File: config.mk
export PLATFORM = sky130hd
export DESIGN_NAME = player_physics
export DESIGN_NICKNAME = d
export VERILOG_FILES = /design/src/rtl/player_physics.sv
export SDC_FILE = /design/constraint.sdc
export NUM_CORES = 1
export LEC_CHECK = 0
export CAP_MARGIN = 20
export CORE_MARGIN = 2
export CORE_UTILIZATION = 45
export CTS_CLUSTER_DIAMETER = 120
export DETAILED_ROUTE_END_ITERATION = 7
export GPL_ROUTABILITY_DRIVEN = 0
export PLACE_DENSITY = 0.67
export SYNTH_ARGS = -nofsm -noshare
export SYNTH_HDL_FRONTEND = slang
export SYNTH_SLANG_ARGS = --single-unit
File: constraint.sdc
create_clock -name sim_clk -period 3.62 [get_ports sim_clk]
set_input_delay 0.724 -clock sim_clk [delete_from_list [all_inputs] [get_ports sim_clk]]
set_output_delay 0.724 -clock sim_clk [all_outputs]
set_load 0.02 [all_outputs]
File: src/rtl/player_physics.sv
// Per-frame sprite physics: position, speed and direction advance on each tick from the
// collision vector and a jump request. Define PLAYER_JUMP_BUFFER_EN to remember a press for BUF_DEPTH frames.
module player_physics #(
  parameter int POS_W      = 10,
  parameter int SPD_W      = 5,
  parameter int X_INIT     = 176,
  parameter int Y_INIT     = 99,
  parameter int X_SPEED    = 4,
  parameter int JUMP_SPEED = 17,
  parameter int GRAVITY    = 1,
  parameter int MAX_FALL   = 15,
  parameter int GRID_LOG2  = 5,
  parameter int X_ORIGIN   = 144,
  parameter int Y_ORIGIN   = 35,
  parameter int BUF_DEPTH  = 4
) (
  input  logic                       sim_clk,
  input  logic                       reset,
  input  logic                       tick,
  input  logic                       jump_r,
  input  logic [3:0]                 player_col,
  output logic [2*POS_W+2*SPD_W+1:0] player_state,
  output logic                       airborne,
  output logic [1:0]                 mode
);

  typedef enum logic [1:0] {
    GROUND = 2'b00,
    RISE   = 2'b01,
    FALL   = 2'b10
  } mode_t;

  localparam int CELL = 1 << GRID_LOG2;
  localparam logic [POS_W-1:0] CELL_P    = POS_W'(CELL);
  localparam logic [POS_W-1:0] CELL_MASK = POS_W'(CELL - 1);
  localparam logic [POS_W-1:0] X_STEP    = POS_W'(X_SPEED);
  localparam logic [POS_W-1:0] X_ORG     = POS_W'(X_ORIGIN);
  localparam logic [POS_W-1:0] Y_ORG     = POS_W'(Y_ORIGIN);
  localparam logic [SPD_W-1:0] JUMP_V    = SPD_W'(JUMP_SPEED);
  localparam logic [SPD_W-1:0] GRAV_V    = SPD_W'(GRAVITY);
  localparam logic [SPD_W-1:0] XSPD_V    = SPD_W'(X_SPEED);

  if (JUMP_SPEED >= (1 << SPD_W) || MAX_FALL >= (1 << SPD_W) || BUF_DEPTH < 1) begin : g_param_check
    $error("player_physics: JUMP_SPEED/MAX_FALL must fit SPD_W and BUF_DEPTH must be >= 1");
  end

  // Offset of a position inside its grid cell, measured from the grid origin.
  function automatic logic [POS_W-1:0] cell_off(input logic [POS_W-1:0] p,
                                                input logic [POS_W-1:0] org);
    return (p - org) & CELL_MASK;
  endfunction

  function automatic logic [POS_W-1:0] snap_before(input logic [POS_W-1:0] p,
                                                   input logic [POS_W-1:0] org);
    return p - cell_off(p, org) - POS_W'(1);
  endfunction

  function automatic logic [POS_W-1:0] snap_next(input logic [POS_W-1:0] p,
                                                 input logic [POS_W-1:0] org);
    return p + CELL_P - cell_off(p, org);
  endfunction

  function automatic logic [SPD_W-1:0] fall_speed(input logic [SPD_W-1:0] s);
    logic [SPD_W:0] t;
    t = {1'b0, s} + {1'b0, GRAV_V};
    if (t > (SPD_W+1)'(MAX_FALL))
      return SPD_W'(MAX_FALL);
    return t[SPD_W-1:0];
  endfunction

  mode_t            state;
  logic [POS_W-1:0] x_pos, y_pos;
  logic [SPD_W-1:0] x_speed, y_speed;
  logic             x_dir, y_dir;

  mode_t            mode_nxt;
  logic [POS_W-1:0] x_step, x_nxt, y_up, y_dn, y_nxt;
  logic [SPD_W-1:0] ys_nxt;
  logic             xdir_nxt, ydir_nxt;
  logic             jump_req, jump_taken, top_hit;

  assign x_step  = x_dir ? (x_pos + X_STEP) : (x_pos - X_STEP);
  assign y_up    = y_pos - POS_W'(y_speed);
  assign y_dn    = y_pos + POS_W'(y_speed);
  // A simultaneous floor contact suppresses the ceiling response.
  assign top_hit = player_col[3] & ~player_col[1];

  always_comb begin
    x_nxt      = x_step;
    xdir_nxt   = x_dir;
    y_nxt      = y_pos;
    ys_nxt     = y_speed;
    ydir_nxt   = y_dir;
    mode_nxt   = state;
    jump_taken = 1'b0;

    if (player_col[0] | player_col[2]) begin
      x_nxt    = x_dir ? snap_before(x_step, X_ORG) : snap_next(x_step, X_ORG);
      xdir_nxt = ~x_dir;
    end

    case (state)
      GROUND: begin
        if (jump_req) begin
          ys_nxt     = JUMP_V;
          ydir_nxt   = 1'b1;
          mode_nxt   = RISE;
          jump_taken = 1'b1;
        end else begin
          ys_nxt   = '0;
          ydir_nxt = 1'b0;
          if (!player_col[1])
            mode_nxt = FALL;
        end
      end
      RISE: begin
        y_nxt = y_up;
        if (top_hit) begin
          y_nxt    = snap_next(y_up, Y_ORG) - POS_W'(1);
          ys_nxt   = '0;
          ydir_nxt = 1'b0;
          mode_nxt = FALL;
        end else if (y_speed <= GRAV_V) begin
          ys_nxt   = '0;
          ydir_nxt = 1'b0;
          mode_nxt = FALL;
        end else begin
          ys_nxt = y_speed - GRAV_V;
        end
      end
      default: begin
        y_nxt    = y_dn;
        ydir_nxt = 1'b0;
        if (player_col[1]) begin
          y_nxt    = snap_before(y_dn, Y_ORG);
          ys_nxt   = '0;
          mode_nxt = GROUND;
        end else begin
          ys_nxt   = fall_speed(y_speed);
          mode_nxt = FALL;
        end
      end
    endcase
  end

`ifdef PLAYER_JUMP_BUFFER_EN
  localparam int BUF_W = $clog2(BUF_DEPTH + 1);
  logic [BUF_W-1:0] buf_cnt;

  assign jump_req = jump_r | (buf_cnt != '0);

  always_ff @(posedge sim_clk or posedge reset) begin
    if (reset)
      buf_cnt <= '0;
    else if (tick) begin
      if (jump_taken)
        buf_cnt <= '0;
      else if (jump_r)
        buf_cnt <= BUF_W'(BUF_DEPTH);
      else if (buf_cnt != '0)
        buf_cnt <= buf_cnt - BUF_W'(1);
    end
  end
`else
  assign jump_req = jump_r;
`endif

  // Frame register: everything commits on the tick edge.
  always_ff @(posedge sim_clk or posedge reset) begin
    if (reset) begin
      state    <= FALL;
      airborne <= 1'b1;
      x_pos    <= POS_W'(X_INIT);
      y_pos    <= POS_W'(Y_INIT);
      x_speed  <= XSPD_V;
      y_speed  <= '0;
      x_dir    <= 1'b1;
      y_dir    <= 1'b0;
    end else if (tick) begin
      state    <= mode_nxt;
      airborne <= (mode_nxt != GROUND);
      x_pos    <= x_nxt;
      y_pos    <= y_nxt;
      x_speed  <= XSPD_V;
      y_speed  <= ys_nxt;
      x_dir    <= xdir_nxt;
      y_dir    <= ydir_nxt;
    end
  end

  assign player_state = {x_pos, y_pos, x_speed, y_speed, x_dir, y_dir};
  assign mode         = state;

endmodule

==> flow_summary.toml <==
[grt]
first_global_vias = 3604
grt_max_degree = 19
track_usage = 0.236
grt_overflow_total = 0
grt_pass1_wl_um = 17100
antenna_found_initial = 0

[critical_path]
required_ps = 3800
cp_max_fo = 3
worstSetupPathType = "flop to flop"
critPathArrivalTime_ps = 3910
end_kind = "flop"
critPathLaunchType = "flop"

[die]
io_pins = 43
coreArea_um2 = 8260
initial_core_util = 0.465
die_y_um = 96.4
rows = 33
die-area_um2 = 9290
die-width_um = 96.4

[drt]
via_per_inst = 5.69
num_vias = 3707
route.detailed.drc = 0
firstDrtPassIters = 5
ant_nets = 0
drt_iter0_markers = 233
wl_per_cell_um = 16.4
wirelength_um = 10700

[place]
place_ws_ps = -38.8
hpwl_um = 7830
port_buffers = 37

[synthesis]
synth_flop_cell = "dfrtp_1"
yosysSeqAreaShare = 0.192
synth_top_area_share = 0.140
synth_edf_count = 0
netlist_area_um2 = 3840
synthTopCellsByArea = "ha_1 14%, dfrtp_1 12%, dfstp_2 6.8%"
synthCells = 472
syn_avg_cell_area_um2 = 8.14
async_flop_share = 1.00
ys_types = 84
netlist_top_cells_count = "43 x ha_1, 43 x nor2_1, 34 x nand2_1"
ys_warn_count = 0
yosysTopAreaCell = "ha_1"
ys_ff_latch = 29

[finish]
synthToLayoutAreaGrowth_pct = 30.9
nets = 601
drive_above_1_share = 0.258
antenna_cells = 0
fin_util = 0.609
fillers = 729

[timing]
fin_setup_tns_ps = -116
fmax_mhz = 268
hold_viol = 0
rsz0062_at_grt = "yes"
fin_crit_sh = 1.03
worst_slew_pin_slew_ps = 915
clock_skew_ps = 6.45
worst_slack_ps = -114
relSlewSlack = 0.380
post-route-min-period_ps = 3730
setup_violations = 2
slew_viol_final = 0

[cts]
holdBufCountCts = 0
cts_inserted_buffers = 5
htreeDepth = 2
cts_buffer_depth = 2
cts_sinks = 29
cts_tree = "yes"
clk-insertion-delay-late_ps = 290
clkSlewWorstSetupHoldPaths_ps = 80
clockRootBuffer = "clkbuf_8"

[hold_path]
hold_path_class = "flop to flop"

[outcome]
status = "finished, violations left"
violations = "negative setup slack"

[run]
drv_cap = 0
==> routing by layer <==
layer,vias up,track usage,routed length [um],share of wire
met4,0,0.0575,161,0.015
met3,14,0.0279,469,0.044
met1,1779,0.323,5050,0.47
met5,-,0,0,0
met2,102,0.396,5010,0.47
li1,1812,-,-,-
==> critical path, cell delays in order (launching register included) <==
cell	delay, ps
dfstp_2	380
inv_2	70
ha_4	120
inv_2	30
fa_2	400
a21o_1	230
a21oi_2	190
xnor2_2	150
ha_1	270
xnor2_1	160
ha_2	310
o21ai_2	170
a21oi_4	50
a211oi_2	230
o21ai_1	120
mux2i_1	180
xnor2_1	160
o21bai_1	80
a221o_1	300
==> final timing paths <==
check / slack, ps / cells after the start / start / to
worst max-delay path: -110 / 18 / y_pos[0]$_DFFE_PP1P_ / y_pos[9]$_DFFE_PP0P_
worst min-delay path: 470 / 1 / x_pos[9]$_DFFE_PP0P_ / x_pos[9]$_DFFE_PP0P_
worst max register to register: -110 / 18 / y_pos[0]$_DFFE_PP1P_ / y_pos[9]$_DFFE_PP0P_
worst min register to register: 470 / 1 / x_pos[9]$_DFFE_PP0P_ / x_pos[9]$_DFFE_PP0P_
max in group asynchronous: 2230 / 3 / reset / y_pos[1]$_DFFE_PP1P_
min in group asynchronous: 750 / 2 / reset / y_pos[3]$_DFFE_PP0P_
==> sequential cells by signal, indices dropped and copies added (netlist names) <==
signal / flops
airborne: 1
mode: 2
y_dir: 1
y_speed: 5
x_dir: 1
y_pos: 10
x_pos: 9
==> layout by cell type, fill, tap and decap left out, types with 9 or more instances in the layout <==
| master | count |
|---|---|
| nand2b_1 | 14 |
| buf_4 | 53 |
| a211oi_1 | 9 |
| xor2_1 | 9 |
| ha_1 | 35 |
| a21oi_1 | 20 |
| dfrtp_1 | 15 |
| o21ai_0 | 27 |
| inv_1 | 27 |
| nand2_1 | 34 |
| clkdlybuf4s50_1 | 37 |
| dfstp_2 | 10 |
| nor2_1 | 40 |
| xnor2_1 | 21 |
==> what timing repair did <==
| item | in CTS | in global routing |
|---|---|---|
| gates cloned | 0 | 0 |
| setup buffers | 4 | 8 |
| resized for setup | 6 | 38 |
| pin swaps | 7 | 13 |
| endpoints found under the setup margin | 2 | 7 |
==> stage by stage <==
stage          hold slack, ps  instance area (um^2)  instances
2_1_floorplan             481                  3950        475
3_3_place_gp              457                  4610        632
5_1_grt                   499                  5030        652
4_1_cts                   475                  4760        644
3_5_place_dp              461                  4610        632
6_report                  468                  5030        652
==> cell families (layout without fill, tap and decap cells) <==
family	Yosys count	in the layout	synth area share
XOR/XNOR	38	38	0.0935
other	2	5	0.00195
AO/OA/AOI/OAI	141	141	0.259
multiplexers	8	8	0.0247
adder cells (fa/ha/maj)	47	47	0.161
buffers and inverters	62	134	0.0742
AND/OR/NAND/NOR	145	145	0.193
flip-flops	29	29	0.192
==> area by class of cell <==
type / instances / area (um^2) / area share
Clock buffer: 5 / 68.8 / 0.0137
Clock inverter: 3 / 17.5 / 0.00348
Inverter: 34 / 130 / 0.0259
Multi-Input combinational cell: 384 / 3150 / 0.626
Sequential cell: 29 / 743 / 0.148
Tap cell: 105 / 131 / 0.0261
Timing Repair Buffer: 92 / 791 / 0.157
Power is not shown: default switching activity piles up to over one toggle a cycle in this logic, so the estimate is an artifact.
